File: config.mk
export PLATFORM = sky130hd
export DESIGN_NAME = zero_pad_streamer_flat
export DESIGN_NICKNAME = d
export VERILOG_FILES = /design/src/rtl/cnn_stream_pkg.sv /design/src/rtl/zero_pad_streamer_if.sv /design/src/rtl/pos_counter.sv /design/src/rtl/zero_pad_streamer.sv /design/src/flat_wrapper.sv
export SDC_FILE = /design/constraint.sdc
export NUM_CORES = 1
export LEC_CHECK = 0
export CORE_ASPECT_RATIO = 0.8
export CORE_MARGIN = 2
export CORE_UTILIZATION = 41
export DETAILED_ROUTE_END_ITERATION = 10
export HOLD_SLACK_MARGIN = 0.08
export PLACE_DENSITY = 0.85
export SYNTH_ARGS = -nofsm -noshare
export SYNTH_HDL_FRONTEND = slang
export SYNTH_SLANG_ARGS = --single-unit
File: constraint.sdc
create_clock -name clk -period 2.3 [get_ports clk]
set_input_delay 0.23 -clock clk [delete_from_list [all_inputs] [get_ports clk]]
set_output_delay 0.23 -clock clk [all_outputs]
set_load 0.01 [all_outputs]
File: src/rtl/cnn_stream_pkg.sv
// Shared definitions for the CNN stream front end: FSM encoding and counter sizing.
package cnn_stream_pkg;

    typedef enum logic [1:0] {
        ST_IDLE = 2'd0,
        ST_PAD  = 2'd1,
        ST_DATA = 2'd2
    } zp_state_t;

    // Counter width for a dimension of n positions; never narrower than one bit.
    function automatic int cnt_width(input int n);
        return (n < 2) ? 1 : $clog2(n);
    endfunction

endpackage

File: src/rtl/zero_pad_streamer_if.sv
// Stream bundle around the zero-pad streamer: ready/valid source side, valid-only padded side.
interface zero_pad_streamer_if #(
    parameter int DATA_WIDTH = 32
);
    logic                  in_valid;
    logic [DATA_WIDTH-1:0] in_data;
    logic                  in_ready;
    logic                  out_valid;
    logic [DATA_WIDTH-1:0] out_data;
    logic                  out_sof;
    logic                  out_eol;
    logic                  frame_done;

    modport master (
        output in_valid, in_data,
        input  in_ready, out_valid, out_data, out_sof, out_eol, frame_done
    );

    modport slave (
        input  in_valid, in_data,
        output in_ready, out_valid, out_data, out_sof, out_eol, frame_done
    );
endinterface

File: src/rtl/pos_counter.sv
// Raster col/row position counter with end-of-row/end-of-frame flags and next-position lookahead.
module pos_counter
    import cnn_stream_pkg::*;
#(
    parameter int COLS = 34,
    parameter int ROWS = 34
) (
    input  logic                        clk,
    input  logic                        reset,
    input  logic                        advance,
    output logic [cnt_width(COLS)-1:0]  col,
    output logic [cnt_width(ROWS)-1:0]  row,
    output logic [cnt_width(COLS)-1:0]  next_col,
    output logic [cnt_width(ROWS)-1:0]  next_row,
    output logic                        end_of_row,
    output logic                        end_of_frame
);
    localparam int CW = cnt_width(COLS);
    localparam int RW = cnt_width(ROWS);
    localparam logic [CW-1:0] COL_LAST = CW'(COLS - 1);
    localparam logic [RW-1:0] ROW_LAST = RW'(ROWS - 1);

    logic [CW-1:0] col_reg;
    logic [RW-1:0] row_reg;

    assign col          = col_reg;
    assign row          = row_reg;
    assign end_of_row   = (col_reg == COL_LAST);
    assign end_of_frame = end_of_row && (row_reg == ROW_LAST);

    // Position after one advance; wraps to (0,0) past the last position.
    always_comb begin
        next_col = col_reg + 1'b1;
        next_row = row_reg;
        if (end_of_row) begin
            next_col = '0;
            next_row = end_of_frame ? '0 : row_reg + 1'b1;
        end
    end

    always_ff @(posedge clk or posedge reset) begin
        if (reset) begin
            col_reg <= '0;
            row_reg <= '0;
        end else if (advance) begin
            col_reg <= next_col;
            row_reg <= next_row;
        end
    end

endmodule

File: src/rtl/zero_pad_streamer.sv
// Wraps an IN_WIDTH x IN_HEIGHT raster in a PAD-wide border, one registered sample per clock.
// Optional ZERO_PAD_VALUE_EN: border word comes from pad_value, latched once per frame.
module zero_pad_streamer
    import cnn_stream_pkg::*;
#(
    parameter int DATA_WIDTH = 32,
    parameter int IN_WIDTH   = 32,
    parameter int IN_HEIGHT  = 32,
    parameter int PAD        = 1
) (
    input  logic                  clk,
    input  logic                  reset,
`ifdef ZERO_PAD_VALUE_EN
    input  logic [DATA_WIDTH-1:0] pad_value,
`endif
    zero_pad_streamer_if.slave    bus
);
    localparam int OW = IN_WIDTH + 2 * PAD;
    localparam int OH = IN_HEIGHT + 2 * PAD;
    localparam int CW = cnt_width(OW);
    localparam int RW = cnt_width(OH);

    zp_state_t             state_reg, state_next;
    logic                  emit, use_pad, next_border;
    logic [CW-1:0]         col, next_col;
    logic [RW-1:0]         row, next_row;
    logic                  end_of_row, end_of_frame;
    logic [DATA_WIDTH-1:0] pad_word;
    logic                  out_valid_reg, out_sof_reg, out_eol_reg, frame_done_reg;
    logic [DATA_WIDTH-1:0] out_data_reg;

    pos_counter #(
        .COLS (OW),
        .ROWS (OH)
    ) u_pos (
        .clk          (clk),
        .reset        (reset),
        .advance      (emit),
        .col          (col),
        .row          (row),
        .next_col     (next_col),
        .next_row     (next_row),
        .end_of_row   (end_of_row),
        .end_of_frame (end_of_frame)
    );

    assign next_border = (next_row < RW'(PAD)) || (next_row >= RW'(OH - PAD)) ||
                         (next_col < CW'(PAD)) || (next_col >= CW'(OW - PAD));

    always_ff @(posedge clk or posedge reset) begin
        if (reset) state_reg <= ST_IDLE;
        else       state_reg <= state_next;
    end

    // Frames always open on a border sample, so IDLE hands straight to PAD.
    always_comb begin
        state_next = state_reg;
        emit       = 1'b0;
        use_pad    = 1'b0;
        case (state_reg)
            ST_IDLE: begin
                if (bus.in_valid) state_next = ST_PAD;
            end
            ST_PAD: begin
                emit    = 1'b1;
                use_pad = 1'b1;
                if (end_of_frame)      state_next = ST_IDLE;
                else if (!next_border) state_next = ST_DATA;
            end
            ST_DATA: begin
                if (bus.in_valid) begin
                    emit = 1'b1;
                    if (next_border) state_next = ST_PAD;
                end
            end
            default: state_next = ST_IDLE;
        endcase
    end

`ifdef ZERO_PAD_VALUE_EN
    logic [DATA_WIDTH-1:0] pad_value_reg;

    always_ff @(posedge clk or posedge reset) begin
        if (reset)
            pad_value_reg <= '0;
        else if (state_reg == ST_IDLE && state_next == ST_PAD)
            pad_value_reg <= pad_value;
    end

    assign pad_word = pad_value_reg;
`else
    assign pad_word = '0;
`endif

    always_ff @(posedge clk or posedge reset) begin
        if (reset) begin
            out_valid_reg  <= 1'b0;
            out_data_reg   <= '0;
            out_sof_reg    <= 1'b0;
            out_eol_reg    <= 1'b0;
            frame_done_reg <= 1'b0;
        end else begin
            out_valid_reg  <= emit;
            out_data_reg   <= !emit ? '0 : (use_pad ? pad_word : bus.in_data);
            out_sof_reg    <= emit && (row == '0) && (col == '0);
            out_eol_reg    <= emit && end_of_row;
            frame_done_reg <= emit && end_of_frame;
        end
    end

    assign bus.in_ready   = (state_reg == ST_DATA);
    assign bus.out_valid  = out_valid_reg;
    assign bus.out_data   = out_data_reg;
    assign bus.out_sof    = out_sof_reg;
    assign bus.out_eol    = out_eol_reg;
    assign bus.frame_done = frame_done_reg;

endmodule

File: src/flat_wrapper.sv
// flat-port wrapper written by rule: the top's interface ports become plain ports
module zero_pad_streamer_flat import cnn_stream_pkg::*;
#(
    parameter int DATA_WIDTH = 32,
    parameter int IN_WIDTH   = 32,
    parameter int IN_HEIGHT  = 32,
    parameter int PAD        = 1
)
  (clk, reset, bus_in_valid, bus_in_data, bus_in_ready, bus_out_valid, bus_out_data, bus_out_sof, bus_out_eol, bus_frame_done);
  zero_pad_streamer_if #(.DATA_WIDTH(DATA_WIDTH)) bus_i ();
  input  logic clk;
  input  logic reset;
  input wire logic [$bits(bus_i.in_valid)-1:0] bus_in_valid;
  input wire logic [$bits(bus_i.in_data)-1:0] bus_in_data;
  output wire logic [$bits(bus_i.in_ready)-1:0] bus_in_ready;
  output wire logic [$bits(bus_i.out_valid)-1:0] bus_out_valid;
  output wire logic [$bits(bus_i.out_data)-1:0] bus_out_data;
  output wire logic [$bits(bus_i.out_sof)-1:0] bus_out_sof;
  output wire logic [$bits(bus_i.out_eol)-1:0] bus_out_eol;
  output wire logic [$bits(bus_i.frame_done)-1:0] bus_frame_done;
  assign bus_i.in_valid = bus_in_valid;
  assign bus_i.in_data = bus_in_data;
  assign bus_in_ready = bus_i.in_ready;
  assign bus_out_valid = bus_i.out_valid;
  assign bus_out_data = bus_i.out_data;
  assign bus_out_sof = bus_i.out_sof;
  assign bus_out_eol = bus_i.out_eol;
  assign bus_frame_done = bus_i.frame_done;
  zero_pad_streamer #(.DATA_WIDTH(DATA_WIDTH), .IN_WIDTH(IN_WIDTH), .IN_HEIGHT(IN_HEIGHT), .PAD(PAD)) u_core (.clk(clk), .reset(reset), .bus(bus_i));
endmodule
==> results.tsv, run 1 <==
stage	metric	value	unit
synthesis	Syn Std Cell Area	2237	µm²
finish	n_diodes	0	
setup_path	Req. time, crit path	2.48	ns
routing	DRT antenna net count	0	
finish	Largest register FFs	32	
placed_design	Area after DPL	3214	µm²
routing	Vias	1832	
placed_design	post-DP HPWL	3.804	mm
setup_path	CP Capture Type	flop	
sta	worst hold slack	0.2340	ns
cts	clk buf depth	2	
floorplanning	Die ar.	6067	µm²
power	Pwr Density	1059	nW/µm²
sta	slew margin rel.	0.7476	
placed_design	IO Port Bufs	71	
synthesis	Ys Warns	0	
finish	post-layout net count	349	
power	static leakage	0.001565	µW
sta	clock skew	0.005644	ns
cts	Root Driver	clkbuf_8	
sta	final worst path period need	2.504	ns
synthesis	Cells after Synth	200	
global_route	GRT Overall Usage	0.1758	
routing	DR iter-0 viols	117	
setup_path	Setup CP Type	reg2reg	
routing	drc violations	0	
setup_path	WP data arrival	2.69	ns
sta	total negative slack	-0.3136	ns
power	total power	3635	µW
setup_path	CP startpoint	u_core.u_pos.col[0]	
sta	crit share post-route	1.089	
sta	Final WS setup	-0.2039	ns
floorplanning	Die Span X	86.59	µm
cts	Clock transition at path regs	0.09	ns
routing	via/cell ratio	4.951	
job	maxcap violations	0	
power	maximum vdd ir drop	0.0006227	V
global_route	vias in the first global route	1892	
synthesis	#FFs+latches synth	50	
sta	worst slew pin tran	0.3780	ns
finish	share of layout cells above drive strength 1	0.2066	
finish	most frequent cells in the layout	clkdlybuf4s50_1, dfrtp_1, buf_4	
synthesis	mean post-synth cell area	11.19	µm²
synthesis	Post-synth EDFFs	0	
cts	H-tree depth	2	
finish	flip-flop and latch area	1252	µm²
synthesis	ys async rst share	1.000	
cts	CTS tree	yes	
floorplanning	chip height	70.07	µm
synthesis	Post-Syn Nets	245	
floorplanning	row count	24	
sta	RSZ-0062 raised after global routing	yes	
sta	Fin. Hold Viols	0	
outcome	outcome	complete, but fails checks	
outcome	failing checks	setup timing	
finish	most common cell after layout, fill and taps aside	clkdlybuf4s50_1	
hold_path	Hold/Removal Path Class	in2async	
setup_path	critical path peak fanout	7	
finish	area growth from synthesis to layout	53.47	%
floorplanning	starting density of the core	0.4185	
finish	Fill cells	403	
cts	clock sinks	50	
global_route	first-pass GRT wire length	8.280	mm
floorplanning	core area	5345	µm²
cts	Worst-Skew Late Latency	0.30	ns
sta	max frequency	399.4	MHz
synthesis	ys flop type	dfrtp_1	
global_route	largest net degree at the start of global routing	33	
placed_design	GP Congestion	0.8441	
routing	DRT Wirelength	5.075	mm
sta	max-slew violations	0	
synthesis	sequential share of the synthesized area	0.5593	
sta	final setup vio count	2	
finish	final instance area	3433	µm²
global_route	total grt overflow	0	
synthesis	Netlist cell types	45	
routing	DRT Pass-1 Iters	4	
cts	CTS Buf Count	5	
global_route	initial antenna violation count	0	
finish	area of the multi-input gates	955.9	µm²
floorplanning	IO Pins	72	
routing	mean routed wirelength per cell	13.72	µm
setup_path	CP Launch Type	flop	
setup_path	Worst R2R Start	u_core.u_pos.col[0]	
-- path summary, 6_finish.rpt --
kind                                            to  slack, ns  cells after the start
min in group clk           u_core.bus.out_data[18]       0.47                      2
min reg2reg                    u_core.u_pos.row[3]       0.55                      1
min                         u_core.bus.out_data[1]       0.23                      2
max                            u_core.state_reg[0]      -0.20                      9
max reg2reg                    u_core.state_reg[0]      -0.20                      9
max in group asynchronous      u_core.u_pos.row[0]       1.49                      3
-- cells in the mapped netlist (2+ instances only) --
cell type   n  area, µm²
a21oi_1     2      10.01
a31oi_1     3      18.77
buf_6       3      33.78
a21o_1      3      22.52
and2_1     32      200.2
clkbuf_1    5      18.77
dfrtp_1    50       1251
a22oi_1     2      15.01
inv_1      12      45.04
nor2_1      8      30.03
mux2i_1     2      20.02
or3_4       2      22.52
nand3_1     3      15.01
nand4_1     6      37.54
nand2_1    11      41.29
xnor2_1     4      35.03
nor3_1      3      15.01
ha_1       10      125.1
o21ai_0    13      65.06
-- cell families (layout without fill, tap and decap cells) --
family          count (synthesis)  in the layout  share of synthesized area
compound gates                 35             35                     0.1068
flops                          50             50                     0.5593
fa+ha+maj                      10             10                    0.05593
xor+xnor                        5              5                    0.01957
buf+inv                        22            127                    0.04753
mux                             3              3                    0.01398
simple gates                   75             75                     0.1969
-- per-layer routing --
| metal | up-vias | track usage | part of all wire |
|---|---|---|---|
| met5 | - | 0 | 0 |
| met4 | 0 | 0.06076 | 0.014 |
| met3 | 8 | 0.09811 | 0.13 |
| met2 | 82 | 0.2692 | 0.45 |
| met1 | 858 | 0.2086 | 0.41 |
| li1 | 884 | - | - |
-- timing repair --
action                                  CTS  global route
resized for setup                        14             4
pin swaps                                 8             5
buffers inserted                          5             1
endpoints found under the setup margin    2             2
hold buffers                              0             0
-- worst max-delay path: stages, from the launching register on --
cell and delay, ns:
dfrtp_1 0.39, buf_4 0.14, ha_2 0.19, nand2_2 0.09, or2_4 0.30, or3_4 0.34
a32oi_1 0.19, mux2i_1 0.14, mux2i_1 0.24, mux2_1 0.36
-- report_power, final --
group / internal [µW] / switching (µW)
sequential: 1120 / 93.3
clock: 358 / 292
combinational: 942 / 831
total: 2420 / 1220
-- layout make-up --
cell class                      count  area share
Multi-Input combinational cell    128      0.2784
Clock inverter                      2     0.01130
Tap cell                           65     0.02369
Timing Repair Buffer              106      0.2835
Sequential cell                    50      0.3648
Inverter                           13     0.01421
Clock buffer                        6     0.02405
-- metrics by stage --
stage / instances / setup WS [ns] / utilization
after floorplan: 200 / -0.1599 / -
after global placement: 357 / -0.1480 / 0.6014
after detailed placement: 357 / -0.2247 / 0.6014
after CTS: 370 / -0.1178 / 0.6397
after global routing: 370 / -0.2774 / 0.6423
final: 370 / -0.2039 / 0.6423
Power figures use the tool's default switching activity.
==> run 2, diff against run 1 <==
--- a/config.mk
+++ b/config.mk
@@ -6,7 +6,7 @@
 export NUM_CORES = 1
 export LEC_CHECK = 0
 export CORE_ASPECT_RATIO = 0.8
-export CORE_MARGIN = 2
+export CORE_MARGIN = 8
 export CORE_UTILIZATION = 41
 export DETAILED_ROUTE_END_ITERATION = 10
 export HOLD_SLACK_MARGIN = 0.08
==> run 2 against run 1 <==
Net effect: the run still ends with setup timing left; critical path depth unchanged; cell area grew 0.22%; via count grew 2.2%; highest routed layer unchanged; hold slack improved by 0.060 ns; total power fell by 2.1%; register-to-register slack worse by 0.03 ns; fmax decreased by 1.4%; wire length grew 17%; sequential share of layout area down 0.12 points.
==> results.tsv, run 2 (synthesis gave the netlist of run 1 again) <==
stage	metric	value	unit
sta	crit share post-route	1.104	
cts	Post-CTS Hold Buffers	0	
routing	DRT antenna net count	0	
floorplanning	Die ar.	8091	µm²
sta	Final WS setup	-0.2383	ns
power	Int Power	2335	µW
global_route	vias in the first global route	1992	
sta	RSZ-0062 raised after global routing	yes	
routing	via/cell ratio	5.049	
sta	Fin. Hold Viols	0	
setup_path	Setup CP Type	reg2reg	
job	maxcap violations	0	
setup_path	reg-to-reg setup timing slack	-0.24	ns
placed_design	GP Congestion	0.9017	
setup_path	CP Launch Type	flop	
global_route	first-pass GRT wire length	9.418	mm
floorplanning	starting density of the core	0.4185	
floorplanning	IO Pins	72	
placed_design	post-DP HPWL	4.339	mm
placed_design	Setup WS pre-CTS	-0.2705	ns
setup_path	cell mode on critical path	mux2i_1	
sta	slew margin rel.	0.6525	
cts	CTS tree	yes	
sta	final setup vio count	2	
routing	drc violations	0	
sta	worst hold slack	0.2940	ns
power	maximum vdd ir drop	0.0007669	V
global_route	initial antenna violation count	0	
setup_path	Req. time, crit path	2.48	ns
cts	Clock transition at path regs	0.09	ns
outcome	failing checks	setup timing	
floorplanning	core area	5345	µm²
power	switching power share of the total	0.3438	
cts	clock sinks	50	
power	Pwr Density	1034	nW/µm²
hold_path	Hold/Removal Path Class	in2async	
power	clock power share	0.156	
setup_path	CP peak stage delay	0.40	ns
finish	share of layout cells above drive strength 1	0.2026	
routing	DR iter-0 viols	92	
sta	clock skew	0.005764	ns
routing	DRT Pass-1 Iters	4	
global_route	largest net degree at the start of global routing	33	
setup_path	Worst R2R Start	u_core.u_pos.row[1]	
cts	CTS Buf Count	5	
routing	DRT Wirelength	5.946	mm
power	Flop pwr share	0.343	
floorplanning	Die Span X	98.59	µm
outcome	outcome	complete, but fails checks	
cts	Root Driver	clkbuf_8	
global_route	GRT Overall Usage	0.1489	
finish	post-layout net count	350	
floorplanning	row count	24	
power	Logic pwr share	0.501	
finish	n_diodes	0	
placed_design	IO Port Bufs	71	
finish	most common cell after layout, fill and taps aside	clkdlybuf4s50_1	
sta	total negative slack	-0.3320	ns
setup_path	CP Capture Type	flop	
cts	clk buf depth	2	
setup_path	R2R cell count	9	
setup_path	crit-path cells	inv_2 > buf_4 > ha_4 > nand2b_1 > a22o_1 > a221oi_2 > mux2i_1 > mux2i_1 > mux2_1	
power	Psw	1223	µW
sta	max frequency	394.0	MHz
floorplanning	chip height	82.07	µm
setup_path	critical path peak fanout	3	
power	static leakage	0.001580	µW
setup_path	reg2reg end	u_core.state_reg[0]	
finish	most frequent cells in the layout	clkdlybuf4s50_1, dfrtp_1, buf_4	
routing	Vias	1873	
sta	max-slew violations	0	
setup_path	CP max-delay cell	dfrtp_1	
routing	mean routed wirelength per cell	16.03	µm
finish	area growth from synthesis to layout	53.80	%
sta	final worst path period need	2.538	ns
global_route	total grt overflow	0	
sta	worst slew pin tran	0.5204	ns
cts	H-tree depth	2	
finish	Largest register FFs	32	
setup_path	WP data arrival	2.72	ns
setup_path	worst path buffer plus inverter count	2	
cts	Worst-Skew Late Latency	0.30	ns
setup_path	crit-path leading delay family	multiplexers	
run 2: repair_timing:
action	4_1_cts	5_1_grt
setup endpoints to repair	2	2
buffers inserted	5	3
resized for setup	12	4
pin swaps	6	3
run 2: worst max path at each step:
stage	start	to	cells after the start
global placement	u_core.u_pos.row[0]	u_core.state_reg[0]	8
floorplan	u_core.u_pos.col[4]	u_core.state_reg[0]	9
global route	u_core.u_pos.row[1]	u_core.state_reg[0]	9
CTS	u_core.u_pos.row[1]	u_core.state_reg[0]	9
finish	u_core.u_pos.row[1]	u_core.state_reg[0]	9
detailed placement	u_core.u_pos.row[0]	u_core.state_reg[0]	8
run 2: per-layer routing:
metal | up-vias | track usage | part of all wire
met5 | - | 0 | 0
met4 | 0 | 0.04122 | 0.0074
met3 | 4 | 0.08637 | 0.13
met2 | 81 | 0.2588 | 0.48
met1 | 899 | 0.1527 | 0.38
li1 | 889 | - | -
run 2: cell type report:
type	count	area (µm²)
fillers	389	1904
flip-flops and latches	50	1251
repair buffers	107	1001
multi-input cells	128	953.4
clock buffers	7	96.34
well taps	65	81.33
inverters	13	48.80
clock inverters	1	8.758
run 2: metrics by stage:
stage | area [µm²] | utilization | total power [µW] | instances
floorplan | 2255 | - | 2068 | 200
global placement | 3212 | 0.6009 | 2801 | 355
detailed placement | 3212 | 0.6009 | 2859 | 355
CTS | 3401 | 0.6362 | 3530 | 368
global route | 3441 | 0.6437 | 3775 | 371
finish | 3441 | 0.6437 | 3559 | 371
run 2: worst register-to-register path: stages, from the launching register on:
cell and delay [ns]:
dfrtp_1 0.40, inv_2 0.06, buf_4 0.14, ha_4 0.23, nand2b_1 0.15, a22o_1 0.20
a221oi_2 0.29, mux2i_1 0.32, mux2i_1 0.30, mux2_1 0.35
run 2: power groups by stage:
stage	combinational [µW]	sequential (µW)	clock, µW
floorplan	742	1330	0
global placement	1580	1220	0
detailed placement	1630	1230	0
CTS	1740	1220	574
global route	1930	1240	611
finish	1780	1220	556
==> run 3, diff against run 2 <==
--- a/config.mk
+++ b/config.mk
@@ -5,7 +5,7 @@
 export SDC_FILE = /design/constraint.sdc
 export NUM_CORES = 1
 export LEC_CHECK = 0
-export CORE_ASPECT_RATIO = 0.8
+export CORE_ASPECT_RATIO = 0.5
 export CORE_MARGIN = 8
 export CORE_UTILIZATION = 41
 export DETAILED_ROUTE_END_ITERATION = 10
==> run 3 against run 2 <==
Net effect: the flow still finishes with violations (setup timing); via count fell by 1.5%; cell area increased by 0.40%; global-route usage is 1.2 points higher; largest power group unchanged; sequential power about the same.
==> results.tsv, run 3 (synthesis gave the netlist of run 1 again) <==
stage	metric	value	unit
setup_path	Req. time, crit path	2.49	ns
routing	DRT Wirelength	6.269	mm
floorplanning	core area	5373	µm²
placed_design	post-DP HPWL	4.627	mm
setup_path	WP data arrival	2.70	ns
sta	max-slew violations	0	
floorplanning	starting density of the core	0.4164	
setup_path	worst setup path end	u_core.state_reg[0]	
sta	Final WS setup	-0.2043	ns
outcome	failing checks	setup timing	
finish	post-layout net count	346	
power	static leakage	0.001577	µW
global_route	first-pass GRT wire length	10.45	mm
cts	clk buf depth	2	
routing	Vias	1845	
global_route	initial antenna violation count	0	
finish	share of layout cells above drive strength 1	0.1987	
setup_path	crit-path cells	or3_4 > nor3_4 > nand2_1 > a221oi_2 > mux2i_1 > mux2i_1 > mux2_1	
sta	clock skew	0.009199	ns
setup_path	reg2reg end	u_core.state_reg[0]	
finish	post-layout util	0.6430	
power	maximum vdd ir drop	0.0004485	V
power	Pwr Density	1057	nW/µm²
routing	DRT antenna net count	0	
setup_path	R2R cell count	7	
placed_design	placed cells	364	
setup_path	reg-to-reg setup timing slack	-0.20	ns
sta	Fin. Hold Viols	0	
setup_path	worst path buffer plus inverter count	0	
setup_path	WP depth	7	
finish	Fill cells	406	
setup_path	Worst R2R Start	u_core.u_pos.col[4]	
outcome	outcome	complete, but fails checks	
placed_design	GP Congestion	0.9337	
power	total power	3652	µW
global_route	largest net degree at the start of global routing	38	
setup_path	CP Capture Type	flop	
cts	H-tree depth	2	
sta	worst slew pin tran	0.3397	ns
sta	RSZ-0062 raised after global routing	yes	
cts	Root Driver	clkbuf_8	
finish	area growth from synthesis to layout	54.42	%
setup_path	CP peak stage delay	0.43	ns
finish	n_diodes	0	
finish	most frequent cells in the layout	clkdlybuf4s50_1, dfrtp_1, and2_1	
setup_path	critical path peak fanout	4	
floorplanning	chip height	68.23	µm
placed_design	IO Port Bufs	71	
setup_path	crit-path leading delay family	multiplexers	
sta	slew margin rel.	0.7732	
setup_path	CP max-delay cell	or3_4	
sta	final setup vio count	2	
setup_path	CP Launch Type	flop	
finish	Largest register FFs	32	
sta	worst hold slack	0.2067	ns
global_route	vias in the first global route	2087	
global_route	GRT Overall Usage	0.1609	
routing	mean routed wirelength per cell	16.72	µm
floorplanning	Die Span X	120.5	µm
cts	CTS tree	yes	
hold_path	Hold/Removal Path Class	in2async	
floorplanning	row count	19	
finish	most common cell after layout, fill and taps aside	clkdlybuf4s50_1	
cts	Clock transition at path regs	0.10	ns
sta	crit share post-route	1.089	
routing	drc violations	0	
cts	Post-CTS Hold Buffers	0	
global_route	total grt overflow	0	
routing	via/cell ratio	4.920	
cts	clock sinks	50	
job	maxcap violations	0	
setup_path	Setup CP Type	reg2reg	
cts	CTS Buf Count	5	
setup_path	cell mode on critical path	mux2i_1	
setup_path	CP startpoint	u_core.u_pos.col[4]	
floorplanning	Die ar.	8219	µm²
floorplanning	IO Pins	72	
sta	max frequency	399.3	MHz
routing	DRT Pass-1 Iters	4	
sta	final worst path period need	2.504	ns
cts	Worst-Skew Late Latency	0.31	ns
finish	Finished Layout Cells	375	
routing	DR iter-0 viols	73	
[run 3: cell count changes in the layout (fill, tap and decap cells not counted), sizes merged]
cell / before / now
inv: 12 / 13
clkbuf: 7 / 6
bufinv: 0 / 1
buf: 36 / 32
clkinv: 2 / 1
[run 3: stage by stage]
| step | worst slack (ns) | TNS [ns] | area [µm²] |
|---|---|---|---|
| 2_1_floorplan | -0.1599 | -0.1599 | 2255 |
| 3_3_place_gp | -0.1194 | -0.1196 | 3229 |
| 3_5_place_dp | -0.2826 | -0.4331 | 3229 |
| 4_1_cts | -0.1518 | -0.1631 | 3455 |
| 5_1_grt | -0.3120 | -0.4470 | 3455 |
| 6_report | -0.2043 | -0.2374 | 3455 |
[run 3: cell type report]
| class | instances | area (µm²) | area share |
|---|---|---|---|
| inverter | 13 | 48.80 | 0.01413 |
| timing repair buffer | 103 | 970.9 | 0.2811 |
| clock inverter | 2 | 38.79 | 0.01123 |
| clock buffer | 6 | 82.58 | 0.02390 |
| tap | 73 | 91.34 | 0.02644 |
| multi-input combinational | 128 | 970.9 | 0.2811 |
| sequential | 50 | 1251 | 0.3622 |
[run 3: power breakdown]
| group | leakage (µW) | total (µW) | switching, µW | internal (µW) |
|---|---|---|---|---|
| sequential | 0.000671 | 1210 | 95.6 | 1120 |
| clock | 0.0000618 | 667 | 309 | 358 |
| combinational | 0.000844 | 1770 | 840 | 931 |
| total | 0.00158 | 3650 | 1240 | 2410 |
[run 3: worst min path at each step]
stage,endpoint,from,depth (start not counted),slack (ns)
global placement,u_core.bus.out_data[31],reset,2,0.53
finish,u_core.u_pos.row[5],reset,2,0.21
CTS,u_core.bus.out_data[31],reset,2,0.22
detailed placement,u_core.bus.out_data[31],reset,2,0.55
floorplan,u_core.bus.out_data[0],bus_in_data[0],1,0.36
global route,u_core.bus.out_data[31],reset,2,0.25
[run 3: metal layers]
| metal | share of wire | wire length, µm | vias to the layer above | global-route usage |
|---|---|---|---|---|
| li1 | - | - | 880 | - |
| met1 | 0.37 | 2347 | 889 | 0.1692 |
| met2 | 0.56 | 3521 | 61 | 0.3237 |
| met3 | 0.044 | 277 | 15 | 0.02963 |
| met4 | 0.019 | 121 | 0 | 0.06009 |
| met5 | 0 | 0 | - | 0 |
[run 3: what timing repair did]
item                       CTS  global route
gates resized for setup     18             0
buffers inserted             3             0
setup endpoints to repair    2             2
pin swaps                   11             1
[run 3: worst register-to-register path: stages (launching register included)]
cell	delay [ns]
dfrtp_1	0.40
or3_4	0.43
nor3_4	0.23
nand2_1	0.10
a221oi_2	0.30
mux2i_1	0.32
mux2i_1	0.28
mux2_1	0.34
